File: src/rtl/uart_rx_frame_if.sv
// uart_rx_frame_if: signal bundle between the serial line/baud generator side
// and the uart_rx_frame receiver.
//
//   rx_tick    : one-clk enable pulse at OVERSAMPLE x baud rate
//   rxd        : raw asynchronous serial line, idle high
//   data       : last received byte, held until the next good frame
//   data_valid : one-clk pulse, data updated with a good stop bit
//   frame_err  : one-clk pulse, stop bit sampled low
//   parity_err : one-clk pulse, parity mismatch (parity build only)
//   busy       : receiver is not idle
//
// Modports: master = line/tick source plus consumer, slave = the receiver.
interface uart_rx_frame_if #(
    parameter int DATA_BITS = 8
);
    logic                 rx_tick;
    logic                 rxd;
    logic [DATA_BITS-1:0] data;
    logic                 data_valid;
    logic                 frame_err;
    logic                 parity_err;
    logic                 busy;

    modport master (
        output rx_tick, rxd,
        input  data, data_valid, frame_err, parity_err, busy
    );

    modport slave (
        input  rx_tick, rxd,
        output data, data_valid, frame_err, parity_err, busy
    );
endinterface

File: src/rtl/uart_rx_frame.sv
// uart_rx_frame: 8N1 (optionally 8E1) UART receive stage.
//
// The serial line is brought into the clk domain by a two-flop synchronizer
// and sampled using a 16x oversample enable (rx_tick). The start bit is
// confirmed at its middle, each data bit is sampled at its centre (LSB
// first), and the stop bit decides between a data_valid and a frame_err
// strobe. A stop bit sampled low parks the receiver in BREAK until the line
// returns high, so a held-low line never decodes as 0x00 frames.
//
// Ports:
//   clk    : system clock
//   reset  : asynchronous, active-low reset
//   rx_if  : uart_rx_frame_if.slave (rx_tick, rxd in; data, data_valid,
//            frame_err, parity_err, busy out)
//
// Optional feature: define UART_RX_PARITY_EN to add an even-parity bit
// between the data bits and the stop bit. Without it parity_err is tied 0.
module uart_rx_frame #(
    parameter int DATA_BITS  = 8,
    parameter int OVERSAMPLE = 16,
    parameter int MID_SAMPLE = OVERSAMPLE / 2 - 1
) (
    input  logic           clk,
    input  logic           reset,
    uart_rx_frame_if.slave rx_if
);
    localparam int TW = $clog2(OVERSAMPLE);
    localparam int BW = $clog2(DATA_BITS);
    localparam logic [TW-1:0] MID_T  = TW'(MID_SAMPLE);
    localparam logic [TW-1:0] LAST_T = TW'(OVERSAMPLE - 1);
    localparam logic [BW-1:0] LAST_B = BW'(DATA_BITS - 1);

    typedef enum logic [2:0] {
        IDLE,
        START,
        DATA,
`ifdef UART_RX_PARITY_EN
        PARITY,
`endif
        STOP,
        BREAK
    } state_t;

    state_t               r_state, w_state_nxt;
    logic                 r_rxd_meta, r_rxd_s;
    logic [TW-1:0]        r_tcnt, w_tcnt_nxt;
    logic [BW-1:0]        r_bcnt, w_bcnt_nxt;
    logic [DATA_BITS-1:0] r_sr, w_sr_nxt;
    logic [DATA_BITS-1:0] r_data, w_data_nxt;
    logic                 r_valid, w_valid_nxt;
    logic                 r_ferr, w_ferr_nxt;
    logic                 r_busy;
    logic                 w_centre;
`ifdef UART_RX_PARITY_EN
    logic                 r_par, w_par_nxt;
    logic                 r_perr, w_perr_nxt;
    logic                 w_par_bad;
`endif

    assign w_centre = (r_tcnt == LAST_T);
`ifdef UART_RX_PARITY_EN
    // Even parity: data bits XOR parity bit must be zero.
    assign w_par_bad = (^r_sr) ^ r_par;
`endif

    // Two-flop synchronizer; idle-high reset value keeps the FSM out of
    // START while reset releases.
    always_ff @(posedge clk or negedge reset) begin
        if (!reset) begin
            r_rxd_meta <= 1'b1;
            r_rxd_s    <= 1'b1;
        end else begin
            // NOTE: sequential state uses non-blocking assignments so every
            // flop samples pre-edge values and the synchronizer stays two deep.
            r_rxd_meta <= rx_if.rxd;
            r_rxd_s    <= r_rxd_meta;
        end
    end

    // State, counters, datapath and registered strobes.
    always_ff @(posedge clk or negedge reset) begin
        if (!reset) begin
            r_state <= IDLE;
            r_tcnt  <= '0;
            r_bcnt  <= '0;
            // NOTE: the shift register is reset too; it is tiny and a known
            // value keeps the parity check free of X on the first frame.
            r_sr    <= '0;
            r_data  <= '0;
            r_valid <= 1'b0;
            r_ferr  <= 1'b0;
            r_busy  <= 1'b0;
`ifdef UART_RX_PARITY_EN
            r_par   <= 1'b0;
            r_perr  <= 1'b0;
`endif
        end else begin
            r_state <= w_state_nxt;
            r_tcnt  <= w_tcnt_nxt;
            r_bcnt  <= w_bcnt_nxt;
            r_sr    <= w_sr_nxt;
            r_data  <= w_data_nxt;
            r_valid <= w_valid_nxt;
            r_ferr  <= w_ferr_nxt;
            r_busy  <= (w_state_nxt != IDLE);
`ifdef UART_RX_PARITY_EN
            r_par   <= w_par_nxt;
            r_perr  <= w_perr_nxt;
`endif
        end
    end

    // Next-state logic. Nothing moves on cycles without rx_tick.
    always_comb begin
        // NOTE: every signal driven here gets a default first, so no path
        // through the case leaves it unassigned and no latch is inferred.
        w_state_nxt = r_state;
        w_tcnt_nxt  = r_tcnt;
        w_bcnt_nxt  = r_bcnt;
        w_sr_nxt    = r_sr;
        w_data_nxt  = r_data;
        w_valid_nxt = 1'b0;
        w_ferr_nxt  = 1'b0;
`ifdef UART_RX_PARITY_EN
        w_par_nxt   = r_par;
        w_perr_nxt  = 1'b0;
`endif
        if (rx_if.rx_tick) begin
            case (r_state)
                IDLE: begin
                    if (!r_rxd_s) begin
                        w_tcnt_nxt  = '0;
                        w_state_nxt = START;
                    end
                end

                START: begin
                    if (r_tcnt == MID_T) begin
                        if (r_rxd_s) begin
                            // Line back high at mid start bit: glitch.
                            w_state_nxt = IDLE;
                        end else begin
                            w_tcnt_nxt  = '0;
                            w_bcnt_nxt  = '0;
                            w_state_nxt = DATA;
                        end
                    end else begin
                        w_tcnt_nxt = r_tcnt + 1'b1;
                    end
                end

                DATA: begin
                    if (w_centre) begin
                        // LSB arrives first, so shift in from the top.
                        w_sr_nxt   = {r_rxd_s, r_sr[DATA_BITS-1:1]};
                        w_tcnt_nxt = '0;
                        if (r_bcnt == LAST_B) begin
`ifdef UART_RX_PARITY_EN
                            w_state_nxt = PARITY;
`else
                            w_state_nxt = STOP;
`endif
                        end else begin
                            w_bcnt_nxt = r_bcnt + 1'b1;
                        end
                    end else begin
                        w_tcnt_nxt = r_tcnt + 1'b1;
                    end
                end

`ifdef UART_RX_PARITY_EN
                PARITY: begin
                    if (w_centre) begin
                        w_par_nxt   = r_rxd_s;
                        w_tcnt_nxt  = '0;
                        w_state_nxt = STOP;
                    end else begin
                        w_tcnt_nxt = r_tcnt + 1'b1;
                    end
                end
`endif

                STOP: begin
                    if (w_centre) begin
                        w_tcnt_nxt = '0;
                        if (r_rxd_s) begin
                            // Back to IDLE at the stop centre so a start
                            // edge half a bit later is still caught.
                            w_state_nxt = IDLE;
`ifdef UART_RX_PARITY_EN
                            if (w_par_bad) begin
                                w_perr_nxt = 1'b1;
                            end else begin
                                w_data_nxt  = r_sr;
                                w_valid_nxt = 1'b1;
                            end
`else
                            w_data_nxt  = r_sr;
                            w_valid_nxt = 1'b1;
`endif
                        end else begin
                            w_ferr_nxt  = 1'b1;
                            w_state_nxt = BREAK;
                        end
                    end else begin
                        w_tcnt_nxt = r_tcnt + 1'b1;
                    end
                end

                BREAK: begin
                    if (r_rxd_s) begin
                        w_state_nxt = IDLE;
                    end
                end

                default: begin
                    w_state_nxt = IDLE;
                end
            endcase
        end
    end

    assign rx_if.data       = r_data;
    assign rx_if.data_valid = r_valid;
    assign rx_if.frame_err  = r_ferr;
    assign rx_if.busy       = r_busy;
`ifdef UART_RX_PARITY_EN
    assign rx_if.parity_err = r_perr;
`else
    assign rx_if.parity_err = 1'b0;
`endif

endmodule

File: src/flat_wrapper.sv
// flat-port wrapper written by rule: the top's interface ports become plain ports
module uart_rx_frame_flat 
#(
    parameter int DATA_BITS  = 8,
    parameter int OVERSAMPLE = 16,
    parameter int MID_SAMPLE = OVERSAMPLE / 2 - 1
)
  (clk, reset, rx_if_rx_tick, rx_if_rxd, rx_if_data, rx_if_data_valid, rx_if_frame_err, rx_if_parity_err, rx_if_busy);
  uart_rx_frame_if #(.DATA_BITS(DATA_BITS)) rx_if_i ();
  input  logic clk;
  input  logic reset;
  input wire logic [$bits(rx_if_i.rx_tick)-1:0] rx_if_rx_tick;
  input wire logic [$bits(rx_if_i.rxd)-1:0] rx_if_rxd;
  output wire logic [$bits(rx_if_i.data)-1:0] rx_if_data;
  output wire logic [$bits(rx_if_i.data_valid)-1:0] rx_if_data_valid;
  output wire logic [$bits(rx_if_i.frame_err)-1:0] rx_if_frame_err;
  output wire logic [$bits(rx_if_i.parity_err)-1:0] rx_if_parity_err;
  output wire logic [$bits(rx_if_i.busy)-1:0] rx_if_busy;
  assign rx_if_i.rx_tick = rx_if_rx_tick;
  assign rx_if_i.rxd = rx_if_rxd;
  assign rx_if_data = rx_if_i.data;
  assign rx_if_data_valid = rx_if_i.data_valid;
  assign rx_if_frame_err = rx_if_i.frame_err;
  assign rx_if_parity_err = rx_if_i.parity_err;
  assign rx_if_busy = rx_if_i.busy;
  uart_rx_frame #(.DATA_BITS(DATA_BITS), .OVERSAMPLE(OVERSAMPLE), .MID_SAMPLE(MID_SAMPLE)) u_core (.clk(clk), .reset(reset), .rx_if(rx_if_i));
endmodule
File: config.mk
export PLATFORM = sky130hd
export DESIGN_NAME = uart_rx_frame_flat
export DESIGN_NICKNAME = d
export VERILOG_FILES = /design/src/rtl/uart_rx_frame_if.sv /design/src/rtl/uart_rx_frame.sv /design/src/flat_wrapper.sv
export SDC_FILE = /design/constraint.sdc
export NUM_CORES = 1
export LEC_CHECK = 0
export ABC_AREA = 1
export BUFFER_PORTS_ARGS = -buffer_cell sky130_fd_sc_hd__buf_2
export CORE_AREA = 2 2 57 59
export CTS_BUF_LIST = sky130_fd_sc_hd__clkbuf_8
export DETAILED_ROUTE_END_ITERATION = 8
export DIE_AREA = 0 0 59 61
export HOLD_SLACK_MARGIN = 0.08
export PLACE_DENSITY = 0.76
export SYNTH_ARGS = -nofsm -noshare
export SYNTH_HDL_FRONTEND = slang
export SYNTH_SLANG_ARGS = --single-unit
File: constraint.sdc
create_clock -name clk -period 1.7 [get_ports clk]
set_clock_uncertainty 0.2 [all_clocks]
set_input_delay 0.34 -clock clk [delete_from_list [all_inputs] [get_ports clk]]
set_output_delay 0.34 -clock clk [all_outputs]
set_load 0.01 [all_outputs]
==> reports/results.ini <==
[die]
row_count = 20
coreArea_um2 = 2950
start_util = 0.532
dieArea_um2 = 3600
die_w_um = 59
io_pins = 16
chipHeight_um = 61

[worst_setup_path]
start_kind = flip-flop
reg2reg_depth = 8
crit_path_max_incr_delay_ns = 0.39
cp-endpoint = u_core.rx_if.busy
crit_type = reg2reg
timing.rr.end = u_core.rx_if.busy
path_cells = ha_4 > nand2_4 > nor2_8 > nor2_1 > nor2_2 > nand3_2 > a21oi_2 > nand2_1
reg2reg_slack_ns = 0.09
arrival_ns = 1.59
worstSetupEndpointType = flip-flop
worstPathRequired_ns = 1.68
worstReg2RegStart = u_core.r_tcnt[0]
critPathLaunch = u_core.r_tcnt[0]
slowest_stage = dfrtp_1
cp_max_fo = 5

[placement]
place_area_um2 = 1690
dpl.hpwl_mm = 2.15
routabilityCongestion = 0.854
post-place-cells = 219
numPortBuffers = 14

[yosys]
synthCells = 172
synth_cell_types = 26
ys_ff_latch = 31
ys_warn_count = 0
synth-edff-count = 0
synth_fp_nets = 179
yosysSeqAreaShare = 0.496
synth.avg_cell_area_um2 = 9.13
synthFlopType = dfrtp_1
synth.cell_area_um2 = 1570
synthArstFlopShare = 1.00

[power_and_ir_drop]
ir_drop_mv = 0.523
pwr_density_cell_nw_per_um2 = 1130
power.total_uw = 2160
leakage_uw = 0.000961

[sta]
timing.final.crit_share = 0.949
whs_ns = 0.157
setup_viol = 0
max_freq_mhz = 620
fin_crit_ns = 1.61
final_hold_viol_count = 0
timing.final.max_slew_violations = 0

[routing]
vias = 1243
drt_iter0_markers = 30
first_pass_iters = 4
ant_nets = 0
routedWlPerCell_um = 13.3
drc_errors = 0
routed_wl_mm = 3.12
detail_route.vias_per_cell = 5.31

[clock_network]
cts.clk_slew.worst_paths_ns = 0.07
tritoncts = done
cts_buffer_depth = 2
ctsHtreeMaxLevel = 2
root_buffer = clkbuf_8
cts_num_sinks = 31
numCtsBuffers = 5
clk_latency_ns = 0.28

[grt]
grt_pass1_vias = 1144
antenna_found_initial = 0
grt-ovfl-total = 0
grt_max_degree = 17
grt_first_pass_wirelength_mm = 5.06
grtUsageTotal = 0.193

[outcome]
status = finished, final reports clean

[finish]
diodes = 0
final_nets = 207
layout_commonest_cell = nand2_1
final_cell_mix = nand2_1 (45), dfrtp_1 (27), inv_1 (21)
areaGrowthSynthToFinish_pct = 21.1
final_cell_area_um2 = 1900
fin_cells = 234
drive_above_1_share = 0.348
utilization = 0.644

[hold_path]
hp-class = reg2reg

[job]
cap_violations = 0

cell usage after synthesis, types with 2 or more instances:
cell,instances,area share
nand2_1,45,0.11
dfrtp_1,29,0.46
inv_1,21,0.050
o21ai_2,15,0.084
nor2_1,11,0.026
nand3_1,8,0.025
o21ai_0,6,0.019
nand3_2,4,0.025
a21oi_1,3,0.0096
ha_1,3,0.024
nand2_2,3,0.012
o21ai_1,3,0.0096
a21oi_2,2,0.011
buf_6,2,0.014
dfstp_2,2,0.033
nand3_4,2,0.022
nand4_1,2,0.0080
nor2_2,2,0.0080
nor2_4,2,0.014
area by class of cell:
type | instances | area, um2
sequential | 31 | 781
tap | 33 | 41.3
inverter | 23 | 88.8
timing repair buffer | 23 | 155
clock inverter | 2 | 35.0
clock buffer | 6 | 82.6
multi-input combinational | 116 | 718
fill | 226 | 1050
through the flow:
step	setup TNS, ns	setup WS [ns]
6_report	0	0.0864
3_3_place_gp	0	0.0699
4_1_cts	0	0.0251
5_1_grt	-0.0476	-0.0227
2_1_floorplan	0	0.130
3_5_place_dp	-0.000268	-0.000268
registers in the layout, summed over array words and instances, names as in the netlist:
register	count
u_core.rx_if.busy	1
u_core.r_bcnt	3
u_core.r_sr	8
u_core.r_rxd_s	1
u_core.r_rxd_meta	1
u_core.r_tcnt	4
u_core.rx_if.frame_err	1
u_core.r_state	3
u_core.rx_if.data_valid	1
u_core.rx_if.data	8
cell families (layout without fill, tap and decap cells):
logic type      Yosys count  in the layout  synth area share
other cells               1              1           0.00239
compound gates           29             29             0.133
flops                    31             31             0.496
fa+ha+maj                 3              3            0.0239
buf+inv                  26             54            0.0757
simple gates             82             83             0.269
timing repair:
item / 4_1_cts / 5_1_grt
hold buffers: 2 / 0
setup buffers: 3 / 1
cloned: 0 / 1
pin swaps: 1 / 4
endpoints found under the setup margin: 4 / 18
gates resized for setup: 1 / 9
endpoints found under the hold margin: 16 / 0
worst max-delay path, delay by kind of cell (launching register included):
kind	cells	cell delay (ns)
AO/OA/AOI/OAI	1	0.15
adder cells (fa/ha/maj)	1	0.18
AND/OR/NAND/NOR	6	0.59
flip-flops	1	0.39
worst min-delay path by stage:
stage | startpoint | to | cells after the start | slack (ns)
finish | u_core.r_rxd_meta | u_core.r_rxd_s | 0 | 0.16
floorplan | reset | u_core.r_bcnt[0] | 0 | -0.16
global route | u_core.r_rxd_meta | u_core.r_rxd_s | 0 | 0.17
CTS | u_core.r_rxd_meta | u_core.r_rxd_s | 0 | 0.16
global placement | reset | u_core.r_state[0] | 1 | 0.07
detailed placement | reset | u_core.rx_if.busy | 1 | 0.09
routing by layer:
layer	GRT usage	share of wire	vias to the layer above
li1	-	-	606
met1	0.230	0.42	590
met2	0.327	0.52	41
met3	0.0618	0.051	6
met4	0.0779	0.0087	0
met5	0	0	-
report_power, final:
part / total (uW) / switching (uW) / internal, uW / leakage [uW]
clock: 755 / 281 / 474 / 0.0000612
combinational: 509 / 307 / 202 / 0.000484
sequential: 894 / 85.6 / 809 / 0.000415
total: 2160 / 673 / 1480 / 0.000961
Power figures use the tool's default switching activity.
